===== src/rtl/hub75_bcm_tx.sv =====
// HUB75 row driver: shifts one row per bit plane (LSB first), latches it, then lights it for a binary-weighted time.
// Latency per row = sum over planes of (1 + hpixel*(2*div+3) + div+1 + weight) cycles, then a DONE cycle; i_start is ignored while busy.
module hub75_bcm_tx #(
  parameter int hpixel_p   = 64,
  parameter int vpixel_p   = 64,
  parameter int bpp_p      = 8,
  parameter int segments_p = 2,
  localparam int rows_p    = vpixel_p / segments_p,
  localparam int rw_p      = $clog2(rows_p),
  localparam int aw_p      = $clog2(hpixel_p * rows_p),
  localparam int pw_p      = $clog2(bpp_p) + 1
) (
  input  logic                                    clk,
  input  logic                                    rst,
  input  logic [3:0]                              i_clk_div,
  input  logic [7:0]                              i_oe_base,
  input  logic [pw_p-1:0]                         i_planes,
  input  logic                                    i_start,
  input  logic [rw_p-1:0]                         i_row,
  output logic                                    o_busy,
  output logic                                    o_done,
  output logic [aw_p-1:0]                         o_rd_addr,
  input  logic [segments_p-1:0][2:0][bpp_p-1:0]   i_rd_data,
  output logic                                    o_serial_clk,
  output logic [segments_p-1:0]                   o_red,
  output logic [segments_p-1:0]                   o_green,
  output logic [segments_p-1:0]                   o_blue,
  output logic                                    o_latch,
  output logic                                    o_oe_n,
  output logic [rw_p-1:0]                         o_row_addr
);

  localparam int cw_p = (hpixel_p > 1) ? $clog2(hpixel_p) : 1;
  localparam int bw_p = (bpp_p > 1) ? $clog2(bpp_p) : 1;
  localparam int tw_p = 8 + bpp_p;
  localparam logic [pw_p-1:0] bpp_c        = pw_p'(bpp_p);
  localparam logic [cw_p-1:0] col_last_c   = cw_p'(hpixel_p - 1);
  localparam logic [bw_p-1:0] plane_last_c = bw_p'(bpp_p - 1);
  localparam logic [aw_p-1:0] hpixel_c     = aw_p'(hpixel_p);

  typedef enum logic [2:0] {IDLE, FETCH, LOAD, LOW, HIGH, LATCH, SHOW, DONE} state_t;

  state_t            state_q, state_n;
  logic [rw_p-1:0]   row_q;
  logic [3:0]        div_q;
  logic [7:0]        oe_base_q;
  logic [bw_p-1:0]   first_q, b_q;
  logic [cw_p-1:0]   col_q;
  logic [tw_p-1:0]   cnt_q;

  logic [pw_p-1:0]   planes_c;
  logic [bw_p-1:0]   first_c;
  logic [tw_p-1:0]   weight;
  logic [aw_p-1:0]   row_base;
  logic              cnt_zero, last_col, last_plane, enter;

  assign cnt_zero   = (cnt_q == '0);
  assign last_col   = (col_q == col_last_c);
  assign last_plane = (b_q == plane_last_c);
  assign enter      = (state_n != state_q);

  always_comb begin
    planes_c = i_planes;
    if (i_planes == '0)
      planes_c = pw_p'(1);
    else if (i_planes > bpp_c)
      planes_c = bpp_c;
    first_c  = bw_p'(bpp_c - planes_c);
    weight   = tw_p'(oe_base_q) << (b_q - first_q);
    // The row is still on the input pins when leaving IDLE
    row_base = aw_p'((state_q == IDLE) ? i_row : row_q) * hpixel_c;
  end

  always_comb begin
    state_n = state_q;
    case (state_q)
      IDLE:  if (i_start) state_n = FETCH;
      FETCH: state_n = LOAD;
      LOAD:  state_n = LOW;
      LOW:   if (cnt_zero) state_n = HIGH;
      HIGH:  if (cnt_zero) state_n = last_col ? LATCH : LOAD;
      LATCH: if (cnt_zero) begin
               if (weight != '0)   state_n = SHOW;
               else if (last_plane) state_n = DONE;
               else                 state_n = FETCH;
             end
      SHOW:  if (cnt_zero) state_n = last_plane ? DONE : FETCH;
      DONE:  state_n = IDLE;
      default: state_n = IDLE;
    endcase
  end

  always_ff @(posedge clk) begin
    if (rst) begin
      state_q      <= IDLE;
      row_q        <= '0;
      div_q        <= '0;
      oe_base_q    <= '0;
      first_q      <= '0;
      b_q          <= '0;
      col_q        <= '0;
      cnt_q        <= '0;
      o_busy       <= 1'b0;
      o_done       <= 1'b0;
      o_rd_addr    <= '0;
      o_serial_clk <= 1'b0;
      o_red        <= '0;
      o_green      <= '0;
      o_blue       <= '0;
      o_latch      <= 1'b0;
      o_oe_n       <= 1'b1;
      o_row_addr   <= '0;
    end else begin
      state_q      <= state_n;
      o_busy       <= (state_n != IDLE) && (state_n != DONE);
      o_done       <= (state_n == DONE);
      o_serial_clk <= (state_n == HIGH);
      o_latch      <= (state_n == LATCH);
      o_oe_n       <= (state_n != SHOW);

      if (state_q == IDLE && i_start) begin
        row_q     <= i_row;
        div_q     <= i_clk_div;
        oe_base_q <= i_oe_base;
        first_q   <= first_c;
        b_q       <= first_c;
      end

      if (enter && state_n == FETCH) begin
        o_rd_addr <= row_base;
        col_q     <= '0;
        if (state_q != IDLE)
          b_q <= b_q + bw_p'(1);
      end

      if (state_q == LOAD) begin
        for (int s = 0; s < segments_p; s++) begin
          o_red[s]   <= i_rd_data[s][2][b_q];
          o_green[s] <= i_rd_data[s][1][b_q];
          o_blue[s]  <= i_rd_data[s][0][b_q];
        end
      end

      // Prefetch the next pixel while the panel samples the current one
      if (state_q == LOW && state_n == HIGH && !last_col)
        o_rd_addr <= row_base + aw_p'(col_q) + aw_p'(1);

      if (state_q == HIGH && state_n == LOAD)
        col_q <= col_q + cw_p'(1);

      if (enter && state_n == LATCH) begin
        col_q      <= '0;
        o_row_addr <= row_q;
      end

      if (enter && (state_n == LOW || state_n == HIGH || state_n == LATCH))
        cnt_q <= tw_p'(div_q);
      else if (enter && state_n == SHOW)
        cnt_q <= weight - tw_p'(1);
      else if (!cnt_zero)
        cnt_q <= cnt_q - tw_p'(1);
    end
  end

endmodule

===== config.mk =====
export PLATFORM = sky130hd
export DESIGN_NAME = hub75_bcm_tx
export DESIGN_NICKNAME = d
export VERILOG_FILES = /design/src/rtl/hub75_bcm_tx.sv
export SDC_FILE = /design/constraint.sdc
export NUM_CORES = 1
export LEC_CHECK = 0
export CELL_PAD_IN_SITES_DETAIL_PLACEMENT = 1
export CELL_PAD_IN_SITES_GLOBAL_PLACEMENT = 1
export CORE_ASPECT_RATIO = 1.5
export CORE_MARGIN = 2
export CORE_UTILIZATION = 39
export CTS_BUF_LIST = sky130_fd_sc_hd__clkbuf_8
export DETAILED_ROUTE_END_ITERATION = 12
export GPL_TIMING_DRIVEN = 0
export HOLD_SLACK_MARGIN = 0.12
export PLACE_DENSITY_LB_ADDON = 0.05
export SYNTH_ARGS = -nofsm -noshare
export SYNTH_HDL_FRONTEND = slang
export SYNTH_SLANG_ARGS = --single-unit

===== constraint.sdc =====
create_clock -name clk -period 5.9 [get_ports clk]
set_input_delay 0.59 -clock clk [delete_from_list [all_inputs] [get_ports clk]]
set_output_delay 0.59 -clock clk [all_outputs]
set_load 0.02 [all_outputs]

== Yosys cells after proc, flatten, opt, wreduce, memory -nomap -nowiden ==
Index checks and enable logic that the tools add are counted.

* Input bits: 72
* Word-level logic and storage cells: 107
* Output and inout port bits: 27
* Register bits: 75

* Magnitude comparators: 2
* $add $sub $neg: 8
* Equality and inequality tests: 21
* Reduce and logical (&&, ||, !) cells: 22
* Shift operators: 1
* Mux-type cells: 34

{| class="wikitable"
|+ Operator list
! cell !! number
|-
| $mux 3 || 13
|-
| $mux 16 || 2
|-
| $sub 16x1->16 const B || 2
|-
| $eq 3x3->1 const B || 9
|-
| $pmux 3 s8 || 1
|-
| $mux 11 || 2
|-
| $bmux 1 s3 || 6
|-
| $logic_not 16->1 || 1
|-
| $reduce_bool 16->1 || 1
|-
| $shl 8x3->16 || 1
|-
| $eq 3x2->1 const B || 4
|-
| $mux 6 || 2
|-
| $add 11x1->11 const B || 1
|-
| $add 11x6->11 || 1
|-
| $logic_and 1x1->1 || 9
|-
| $add 6x1->6 const B || 1
|-
| $eq 3x1->1 const B || 2
|-
| $eq 6x6->1 const B || 1
|-
| $mux 1 || 6
|-
| $ne 3x3->1 const B || 2
|-
| $reduce_bool 3->1 || 2
|-
| $mux 5 || 1
|-
| $gt 4x4->1 const B || 1
|-
| $logic_not 4->1 || 1
|-
| other kinds (13) || 16
|}

== Depth between registers and ports, before layout ==
Gate-level depths: netlist of run 1.

* Word-level depth: 11
* Mapped depth: 22
* Gate-level depth less buffers: 19

== Least setup slack after synthesis of run 1 ==
No wires, ideal clock.

* Kind: register -> register
* From: register b_q[0]
* To: register cnt_q[12]
* Clock period less this slack: 5.376 ns
* Library setup time: 0.128 ns
* Slack: 0.524 ns
* Stages on the path, launching flop included: 23
* Arrival: 5.249 ns
* Required time: 5.772 ns
* Path buffers: 3
* Cells stage by stage: dfxtp_1 -> buf_1 -> inv_1 -> ha_1 -> fa_1 -> clkbuf_1 -> buf_1 -> nor3_1 -> a221oi_1 -> o32ai_4 -> o21a_1 -> a211o_1 -> o221ai_1 -> nor2_1 -> a31oi_1 -> ha_1 -> nand2_1 -> nor2_1 -> nand2_1 -> nor3_1 -> o21ai_0 -> xnor2_1 -> nor2_1

* Cells in the longest elaborated chain, start to end: 11
* Elaborated cells between the ends (all ways): 22
* Classes of those cells: 2 x add/sub; 7 x eq/ne; 1 x shift; 6 x mux; 6 x reduce/logical

{| class="wikitable"
|+ RTL lines
! item !! RTL line !! source
|-
| from (decl) || 47 || <nowiki>logic [bw_p-1:0] first_q, b_q;</nowiki>
|-
| from (signal assigned) || 126 || <nowiki>b_q <= first_c;</nowiki>
|-
| from (signal assigned) || 133 || <nowiki>b_q <= b_q + bw_p'(1);</nowiki>
|-
| $sub 3x3->3 || 69 || <nowiki>weight = tw_p'(oe_base_q) << (b_q - first_q);</nowiki>
|-
| $shl 8x3->16 || 69 ||
|-
| $reduce_bool 16->1 || 83 || <nowiki>if (weight != '0) state_n = SHOW;</nowiki>
|-
| $mux 3 || 83 ||
|-
| $mux 3 || 82 || <nowiki>LATCH: if (cnt_zero) begin</nowiki>
|-
| $pmux 3 s8 || 76 || <nowiki>case (state_q)</nowiki>
|-
| $eq 3x2->1 / $eq 3x3->1 (equally long branches) || 156 || <nowiki>if (enter && (state_n == LOW || state_n == HIGH || state_n == LATCH))</nowiki>
|-
| $logic_or 1x1->1 (2 in a row) || 156 ||
|-
| $logic_and 1x1->1 || 156 ||
|-
| $reduce_or 2->1 (no source line) || - ||
|-
| to (signal assigned) || 157 || <nowiki>cnt_q <= tw_p'(div_q);</nowiki>
|-
| to (signal assigned) || 159 || <nowiki>cnt_q <= weight - tw_p'(1);</nowiki>
|-
| to (signal assigned) || 161 || <nowiki>cnt_q <= cnt_q - tw_p'(1);</nowiki>
|-
| to (decl) || 49 || <nowiki>logic [tw_p-1:0] cnt_q;</nowiki>
|}

Several ways; a longest one is shown, not always the timed one.
A chain may end at the register's enable or synchronous reset.

== Worst setup path after layout of run 1 ==
* From: register b_q[0]
* To: register cnt_q[14]

Same word-level chain as after synthesis.

==> flow_metrics.tcl, run 1 <==
set metrics [dict create \
    status "finished, final reports clean" \
    cts.clk_slew.worst_paths_ns 0.09 \
    ctsHtreeMaxLevel 3 \
    dpl-instance-area_um2 5920 \
    syn_area_per_cell_um2 8.01 \
    worst_pin_slew_ns 1.18 \
    powerDensity_nw_per_um2 392 \
    synth_cell_type_count 74 \
    ant_nets 0 \
    slew_headroom_pct 20.6 \
    gr-total-overflow 0 \
    start_util_pct 39.8 \
    cts_tree "done" \
    fin_hold_ws_ns 0.480 \
    ys_seq_area_share_pct 31.5 \
    r2r-start "b_q[0]" \
    hp-class "reg -> reg" \
    dieArea_um2 13100 \
    crit_required_ns 6.13 \
    switching_power_mw 1.10 \
    synth_edf_count 0 \
    avgViaCountPerCell 5.73 \
    antenna_found_initial 0 \
    ys_top_cells_by_area "dfxtp_1 32%, nand2_1 6.5%, a21oi_1 6.3%, mux4_2 6.2%, nor2_1 5.7%" \
    fin_crit_ns 5.46 \
    grt_pass1_wl_um 26300 \
    cp.arrival_ns 5.68 \
    max-clock-path-buffers 2 \
    pwr-share-comb_pct 56.7 \
    grtUsageMet2_pct 47.6 \
    antenna_cells 0 \
    synth_top_area_share_pct 31.5 \
    synth.largest_area_cell "dfxtp_1" \
    period_share_pct 92.5 \
    gr-usage-met1_pct 27.7 \
    firstDrtPassIters 4 \
    synthCells 594 \
    maxCapViolCount 0 \
    synth_top_flop_cell "dfxtp_1" \
    core-area_um2 12000 \
    use_met3_pct 3.52 \
    chipWidth_um 94.2 \
    port_buffers 97 \
    wl_per_cell_um 19.1 \
    hold_violations 0 \
    cp-end-kind "flop" \
    max_freq_mhz 183 \
    clock_sinks 75 \
    min-delay-start "o_rd_addr[1]" \
    place_ws_ns -1.23 \
    power_leakage_nw 2.24 \
    drt_iter0_markers 160 \
    syn2layout_area_growth_pct 29.5 \
    cp-start-kind "flop" \
    final_util_pct 51.6 \
    pin_count 99 \
    fillers 1429 \
    clk_latency_ns 0.36 \
    grt_start_max_net_pins 15 \
    detailroute.via_count 4933 \
    cts_hold_buf 0 \
    finalMaxSlewViolations 0 \
    power_frac_seq_pct 27.5 \
    p_int_mw 1.31 \
    ys_warn_count 0 \
    peakVddDrop_mv 0.168 \
    top_usage_layer "met2" \
    synthesis.area_um2 4760 \
    final.setup.worst_slack_ns 0.445 \
    die_h_um 139 \
    path_max_fanout 10 \
    wl_um 16500 \
    synthArstFlopShare_pct 0 \
    gp_congestion 0.863 \
    clkPwrFrac_pct 15.9 \
    stdcell_area_um2 6160 \
    grt_pass1_vias 5317 \
    rsz0062_at_grt "no" \
    worst-setup-path-type "reg -> reg" \
    synth_fp_nets 673 \
    grt_usage_pct 25.4 \
    nets 782 \
    hpwl_um 13000 \
    cts_made_buffers 9 \
    layout-drive-gt1-share_pct 10.2 \
    swShare_pct 45.7 \
    synth-seq-cells 75 \
    fin_skew_ns 0.0138 \
    rows 49 \
    drc 0 \
    synthTopCellsByCount "83 x nand2_1, 75 x dfxtp_1, 72 x nor2_1, 60 x a21oi_1, 27 x o21ai_0" \
    startpoint "b_q[0]" \
    finalSetupViolCount 0 \
    synth.most_common_cell "nand2_1" \
    clock-root-buffer "clkbuf_8" \
]
-- critical path, cell delays in order (launching register included) --
cell and delay (ns):
dfxtp_2 0.44, buf_4 0.26, inv_1 0.15, ha_1 0.23
fa_1 0.61, clkbuf_2 0.26, clkbuf_4 0.24, nor3_1 0.07
a221oi_2 0.29, o32ai_4 0.21, o21a_1 0.24, a211o_1 0.38
o221ai_4 0.26, nor2_1 0.14, a31oi_1 0.21, ha_1 0.26
nand2_1 0.13, nor2_2 0.19, nand2_1 0.15, nor2_1 0.16
o211ai_1 0.18, xnor2_1 0.19, nor2_1 0.05
-- cells in the final DEF (no fill, tap or decap), drive strengths merged, types with 4 or more instances in the layout --
cell	n
clkdlybuf4s50	97
nand2	83
dfxtp	75
nor2	72
a21oi	60
clkbuf	38
o21ai	27
mux2i	23
nor3	22
inv	17
mux4	13
a211oi	13
nand3	12
a31oi	11
xnor2	10
a21o	8
buf	8
nor2b	7
and3	7
mux2	6
or2	6
ha	6
nand2b	5
o21a	5
or4	5
or3	5
a211o	5
nand3b	4
nand4	4
nor4	4
-- logic make-up after synthesis --
kind of cell | Yosys count | synth area share [%]
and+or+nand+nor | 246 | 24.4
xor gates and xnor gates | 14 | 2.87
buffers and inverters | 48 | 4.52
muxes | 42 | 12.4
DFF | 75 | 31.5
AOI/OAI and AO/OA | 162 | 22.3
adders and majority gates | 7 | 2.00
-- layout make-up --
cell class                      count  area (µm²)  share of cell area [%]
Multi-Input combinational cell    471        3080                    50.0
Clock buffer                       10         138                    2.23
Clock inverter                      6        46.3                   0.751
Timing Repair Buffer               98         978                    15.9
Buffer                             36         180                    2.92
Inverter                           12        45.0                   0.731
Sequential cell                    75        1500                    24.4
Tap cell                          153         191                    3.11
-- flip-flops by register name, summed over array words and instances, names as in the netlist --
| register | flops |
|---|---|
| cnt_q | 16 |
| o_rd_addr | 11 |
| oe_base_q | 8 |
| col_q | 6 |
| o_row_addr | 5 |
| row_q | 5 |
| div_q | 4 |
| b_q | 3 |
| first_q | 3 |
| state_q | 3 |
| o_blue | 2 |
| o_green | 2 |
| o_red | 2 |
| o_busy | 1 |
| o_done | 1 |
| o_latch | 1 |
| o_oe_n | 1 |
| o_serial_clk | 1 |
-- worst paths after layout --
path         slack, ns      endpoint  cells past startpoint
max               0.44     cnt_q[14]                     22
min               0.48  o_rd_addr[1]                      2
max reg2reg       0.44     cnt_q[14]                     22
min reg2reg       0.48  o_rd_addr[1]                      2
-- per-stage QoR --
step | TNS (ns) | std cells | power [mW]
after detailed placement | -11.66 | 844 | 2.00
final | 0 | 861 | 2.41
after CTS | 0 | 860 | 2.41
after global routing | 0 | 861 | 2.58
after floorplan | 0 | 594 | 1.60
after global placement | -5.64 | 844 | 1.96
-- power groups by stage --
stage	Sequential, mW	Combinational (mW)	Clock (mW)
after floorplan	0.680	0.924	0
after global placement	0.669	1.29	0
after detailed placement	0.673	1.33	0
after CTS	0.662	1.35	0.394
after global routing	0.675	1.49	0.412
final	0.663	1.37	0.383
-- timing repair --
item	in CTS	in global routing
setup endpoints to repair	36	4
setup buffers	0	1
resized for setup	9	4
endpoints found under the hold margin	0	0
pin swaps	0	1
-- routing by layer --
metal / wire length [µm] / share of wire [%]
met4: 618 / 3.8
met3: 356 / 2.2
met2: 9070 / 55
met5: 0 / 0
met1: 6420 / 39
(Power assumes the default switching activity.)
==> run 2, diff against run 1 <==
--- a/config.mk
+++ b/config.mk
@@ -5,6 +5,7 @@
 export SDC_FILE = /design/constraint.sdc
 export NUM_CORES = 1
 export LEC_CHECK = 0
+export CAP_MARGIN = 20
 export CELL_PAD_IN_SITES_DETAIL_PLACEMENT = 1
 export CELL_PAD_IN_SITES_GLOBAL_PLACEMENT = 1
 export CORE_ASPECT_RATIO = 1.5
@@ -13,7 +14,7 @@
 export CTS_BUF_LIST = sky130_fd_sc_hd__clkbuf_8
 export DETAILED_ROUTE_END_ITERATION = 12
 export GPL_TIMING_DRIVEN = 0
-export HOLD_SLACK_MARGIN = 0.12
+export HOLD_SLACK_MARGIN = 0.08
 export PLACE_DENSITY_LB_ADDON = 0.05
 export SYNTH_ARGS = -nofsm -noshare
 export SYNTH_HDL_FRONTEND = slang
==> run 2 against run 1 <==
Net effect: die area is the same; utilization hardly changed; non-clock buffer count unchanged; largest cell class unchanged.
==> flow_metrics.tcl, run 2 (synthesized netlist as in run 1, its figures left out) <==
set metrics [dict create \
    syn2layout_area_growth_pct 29.4 \
    start_util_pct 39.8 \
    path_depth 19 \
    crit_required_ns 6.12 \
    gp_congestion 0.863 \
    period_share_pct 95.0 \
    ant_nets 0 \
    core-area_um2 12000 \
    dpl-instance-area_um2 5930 \
    hold_path_depth 2 \
    largest_reg_flops 16 \
    die_h_um 139 \
    rsz0062_at_grt "no" \
    worst_pin_slew_ns 0.784 \
    maxCapViolCount 0 \
    final.setup.worst_slack_ns 0.292 \
    clock_sinks 75 \
    fin_cells 861 \
    ff2ff_setup_slack_ns 0.29 \
    firstDrtPassIters 4 \
    wl_um 16500 \
    finalSetupViolCount 0 \
    cp.arrival_ns 5.83 \
    final_cell_mix "97 x clkdlybuf4s50_1, 83 x nand2_1, 74 x dfxtp_1" \
    drt_iter0_markers 184 \
    top_register "cnt_q" \
    crit_end "cnt_q[14]" \
    hpwl_um 13000 \
    max-clock-path-buffers 2 \
    cts_made_buffers 9 \
    grt_start_max_net_pins 15 \
    powerDensity_nw_per_um2 392 \
    critPathTopFamily "simple AND/OR/NAND/NOR gates" \
    antenna_cells 0 \
    rows 49 \
    avgViaCountPerCell 5.72 \
    path_cells "buf_2, inv_1, fa_1, or2_2, a221oi_1, nor4b_1, o211ai_2, o21a_1, o221ai_4, nor2_1, a31oi_1, ha_1, nand2_1, nor2_2, nand2_1, nor2_1, o211ai_1, xnor2_1, nor2_1" \
    crit_top_cell "nor2_1" \
    worst-setup-path-type "reg -> reg" \
    dieArea_um2 13100 \
    r2r-start "b_q[1]" \
    path_max_fanout 10 \
    wl_per_cell_um 19.1 \
    grt_usage_pct 25.5 \
    cp_num_buf_inv 2 \
    cts.clk_slew.worst_paths_ns 0.09 \
    startpoint "b_q[1]" \
    slowest_delay_ns 0.60 \
    chipWidth_um 94.2 \
    fin_crit_ns 5.61 \
    nets 782 \
    detailroute.via_count 4923 \
    hp-class "reg -> reg" \
    clk_latency_ns 0.35 \
    port_buffers 97 \
    cp-start-kind "flop" \
    pin_count 99 \
    finalMaxSlewViolations 0 \
    place_ws_ns -1.23 \
    fin_hold_ws_ns 0.476 \
    setup_tns_ns 0 \
    cts_hold_buf 0 \
    power_leakage_nw 2.24 \
    reg2reg_depth 19 \
    cp_slowest_cell "fa_1" \
    ctsHtreeMaxLevel 3 \
    drc 0 \
    fillers 1459 \
    cts_tree "done" \
    max_freq_mhz 178 \
    stdcell_area_um2 6160 \
    fin_skew_ns 0.0115 \
    reg_top3 "cnt_q (16), o_rd_addr (11), oe_base_q (8)" \
    hold_violations 0 \
    slew_headroom_pct 47.3 \
    grt_pass1_vias 5326 \
    antenna_found_initial 0 \
    gr-total-overflow 0 \
    mostFrequentLayoutCell "clkdlybuf4s50_1" \
    dp.cells 845 \
    cp-end-kind "flop" \
    final_util_pct 51.5 \
    peakVddDrop_mv 0.163 \
    clock-root-buffer "clkbuf_8" \
    status "finished, final reports clean" \
    finalPower_mw 2.41 \
    grt_pass1_wl_um 26400 \
    r2r_end "cnt_q[14]" \
    layout-drive-gt1-share_pct 10.0 \
]
run 2: worst min-delay path by stage:
stage / startpoint / slack [ns] / end
2_1_floorplan: div_q[2] / 0.43 / div_q[2]
6_report: div_q[1] / 0.48 / div_q[1]
5_1_grt: row_q[1] / 0.50 / row_q[1]
4_1_cts: div_q[1] / 0.48 / div_q[1]
3_5_place_dp: o_rd_addr[1] / 0.47 / o_rd_addr[1]
3_3_place_gp: first_q[0] / 0.45 / first_q[0]
run 2: cell type report:
cell class | instances | area (µm²) | area share (%)
Multi-Input combinational cell | 471 | 3080 | 49.9
Sequential cell | 75 | 1500 | 24.4
Clock buffer | 10 | 138 | 2.23
Timing Repair Buffer | 98 | 976 | 15.8
Clock inverter | 6 | 46.3 | 0.752
Buffer | 36 | 184 | 2.99
Tap cell | 153 | 191 | 3.11
Inverter | 12 | 45.0 | 0.731
run 2: what timing repair did:
item / CTS / global route
resized for setup: 9 / 4
setup endpoints to repair: 36 / 4
buffers inserted: 0 / 0
endpoints found under the hold margin: 0 / 0
run 2: layer usage:
metal  share of wire, %  up-vias  track usage (%)
li1                   -     2369                -
met1                 39     2421             28.0
met2                 56      100             47.7
met3                1.9       33             3.57
met4                3.3        0             10.6
met5                  0        -                0
run 2: tightest hold or removal path: stages, from the launching register on:
cell and delay, ns:
dfxtp_1 0.33, nand2_1 0.05, a21oi_1 0.06
run 2: report_power, final:
group	switching, mW	internal, mW	leakage [nW]	total [mW]
logic	0.815	0.553	1.53	1.37
clock network	0.212	0.169	0.0955	0.381
registers	0.0750	0.588	0.613	0.663
total	1.10	1.31	2.24	2.41
==> run 3, diff against run 2 <==
--- a/config.mk
+++ b/config.mk
@@ -9,12 +9,10 @@
 export CELL_PAD_IN_SITES_DETAIL_PLACEMENT = 1
 export CELL_PAD_IN_SITES_GLOBAL_PLACEMENT = 1
 export CORE_ASPECT_RATIO = 1.5
-export CORE_MARGIN = 2
 export CORE_UTILIZATION = 39
 export CTS_BUF_LIST = sky130_fd_sc_hd__clkbuf_8
 export DETAILED_ROUTE_END_ITERATION = 12
 export GPL_TIMING_DRIVEN = 0
-export HOLD_SLACK_MARGIN = 0.08
 export PLACE_DENSITY_LB_ADDON = 0.05
 export SYNTH_ARGS = -nofsm -noshare
 export SYNTH_HDL_FRONTEND = slang
==> run 3 against run 2 <==
Net effect: die area down 3.5%; routed wire length down 0.90%; cell count increased by 0.12%; clock power fell by 1%; non-clock buffer count up 1; hold slack improved by 0.0031 ns; setup slack improved by 0.11 ns; sequential power is essentially flat; total power hardly changed; sequential share of layout area is essentially flat; critical path type unchanged; critical endpoint unchanged; largest power group unchanged; highest routed layer unchanged.
==> flow_metrics.tcl, run 3 (synthesized netlist as in run 1, its figures left out) <==
set metrics [dict create \
    hold_violations 0 \
    die_h_um 137 \
    layout-drive-gt1-share_pct 10.4 \
    stdcell_area_um2 6170 \
    detailroute.via_count 4873 \
    ant_nets 0 \
    ff2ff_setup_slack_ns 0.40 \
    grt_start_max_net_pins 16 \
    syn2layout_area_growth_pct 29.6 \
    p_int_mw 1.30 \
    final_util_pct 51.6 \
    powerDensity_nw_per_um2 391 \
    min-delay-start "o_rd_addr[1]" \
    slew_headroom_pct 44.8 \
    port_buffers 97 \
    dpl-instance-area_um2 5930 \
    cp_num_buf_inv 4 \
    core-area_um2 12000 \
    maxCapViolCount 0 \
    reg2reg_depth 21 \
    firstDrtPassIters 4 \
    gr-total-overflow 0 \
    finalPower_mw 2.41 \
    fin_skew_ns 0.0177 \
    hold_path_depth 2 \
    max_freq_mhz 182 \
    cp_slowest_cell "fa_1" \
    drt_iter0_markers 228 \
    fin_crit_ns 5.50 \
    power_leakage_nw 2.24 \
    start_util_pct 39.8 \
    power_frac_seq_pct 27.5 \
    antenna_cells 0 \
    finalSetupViolCount 0 \
    dp.cells 845 \
    wl_um 16300 \
    fillers 1461 \
    period_share_pct 93.3 \
    path_max_fanout 10 \
    critPathTopFamily "compound AO/OA/AOI/OAI gates" \
    reg_top3 "cnt_q (16), o_rd_addr (11), oe_base_q (8)" \
    avgViaCountPerCell 5.65 \
    max-clock-path-buffers 2 \
    worst_pin_slew_ns 0.822 \
    drc 0 \
    final_cell_mix "97 x clkdlybuf4s50_1, 83 x nand2_1, 74 x dfxtp_1" \
    rows 49 \
    cts.clk_slew.worst_paths_ns 0.09 \
    mostFrequentLayoutCell "clkdlybuf4s50_1" \
    antenna_found_initial 0 \
    switching_power_mw 1.11 \
    status "finished, final reports clean" \
    largest_reg_flops 16 \
    dieArea_um2 12700 \
    slowest_delay_ns 0.66 \
    grt_pass1_vias 5210 \
    nets 783 \
    grt_usage_pct 26.4 \
    top_register "cnt_q" \
    r2r_end "cnt_q[14]" \
    hold-path-endpoint "o_rd_addr[1]" \
    cts_tree "done" \
    cp-end-kind "flop" \
    gp_congestion 0.880 \
    clk_latency_ns 0.37 \
    place_ws_ns -1.21 \
    wl_per_cell_um 19.0 \
    hp-class "reg -> reg" \
    clock-root-buffer "clkbuf_8" \
    path_cells "buf_2, inv_1, fa_1, buf_2, clkbuf_4, nor3_1, a221oi_2, o32ai_4, o21a_1, a211o_1, o221ai_4, nor2_1, a31oi_1, ha_1, nand2_1, nor2_2, nand2_1, nor2_1, o211ai_1, xnor2_1, nor2_1" \
    peakVddDrop_mv 0.249 \
    cp-start-kind "flop" \
    clock_sinks 75 \
    crit_top_cell "nor2_1" \
    finalMaxSlewViolations 0 \
    worst-setup-path-type "reg -> reg" \
    fin_cells 862 \
    hpwl_um 12700 \
    r2r-start "b_q[1]" \
    ctsHtreeMaxLevel 3 \
    final.setup.worst_slack_ns 0.398 \
    cts_hold_buf 0 \
    cp.arrival_ns 5.75 \
    chipWidth_um 92.2 \
    cts_made_buffers 9 \
    swShare_pct 46.0 \
    pin_count 99 \
    fin_hold_ws_ns 0.479 \
    crit_required_ns 6.15 \
    pwr-share-comb_pct 56.9 \
    setup_tns_ns 0 \
    clkPwrFrac_pct 15.6 \
    grt_pass1_wl_um 26100 \
]
[run 3: power groups by stage]
stage               registers, mW  clock network (mW)  logic, mW
CTS                         0.663               0.387       1.35
floorplan                   0.680                   0      0.924
finish                      0.663               0.377       1.37
global route                0.676               0.412       1.51
detailed placement          0.675                   0       1.33
global placement            0.669                   0       1.29
[run 3: area by class of cell]
| class | instances | area, µm² | area share (%) |
|---|---|---|---|
| Multi-Input combinational cell | 471 | 3080 | 50.0 |
| Sequential cell | 75 | 1500 | 24.4 |
| Timing Repair Buffer | 99 | 983 | 15.9 |
| Tap cell | 153 | 191 | 3.10 |
| Buffer | 36 | 184 | 2.98 |
| Clock buffer | 9 | 124 | 2.01 |
| Clock inverter | 7 | 56.3 | 0.913 |
| Inverter | 12 | 45.0 | 0.730 |
[run 3: what timing repair did]
action	4_1_cts	5_1_grt
buffers inserted	0	1
pin swaps	0	1
gates resized for setup	9	6
endpoints found under the setup margin	35	5
endpoints found under the hold margin	0	0
[run 3: worst register-to-register path: cells and delay by family, from the launching register on]
family	cells	cell delay [ns]
adders and majority gates	2	0.91
xor gates and xnor gates	1	0.19
and+or+nand+nor	7	0.94
buffers and inverters	4	1.02
DFF	1	0.52
AOI/OAI and AO/OA	7	1.81
[run 3: how the worst max path moves through the flow]
stage | startpoint | to | slack (ns) | depth (start not counted)
CTS | b_q[0] | cnt_q[14] | 0.09 | 22
global placement | b_q[0] | cnt_q[14] | -1.01 | 22
detailed placement | b_q[0] | cnt_q[14] | -1.21 | 22
global route | b_q[0] | cnt_q[12] | -0.07 | 22
finish | b_q[1] | cnt_q[14] | 0.40 | 21
floorplan | b_q[0] | cnt_q[12] | 0.52 | 22
[run 3: metal layers]
layer  global-route usage [%]  vias up  share of wire (%)
met4                     11.8        0                3.4
li1                         -     2376                  -
met1                     28.3     2391                 39
met5                        0        -                  0
met3                     3.37       32                2.1
met2                     50.9       74                 56
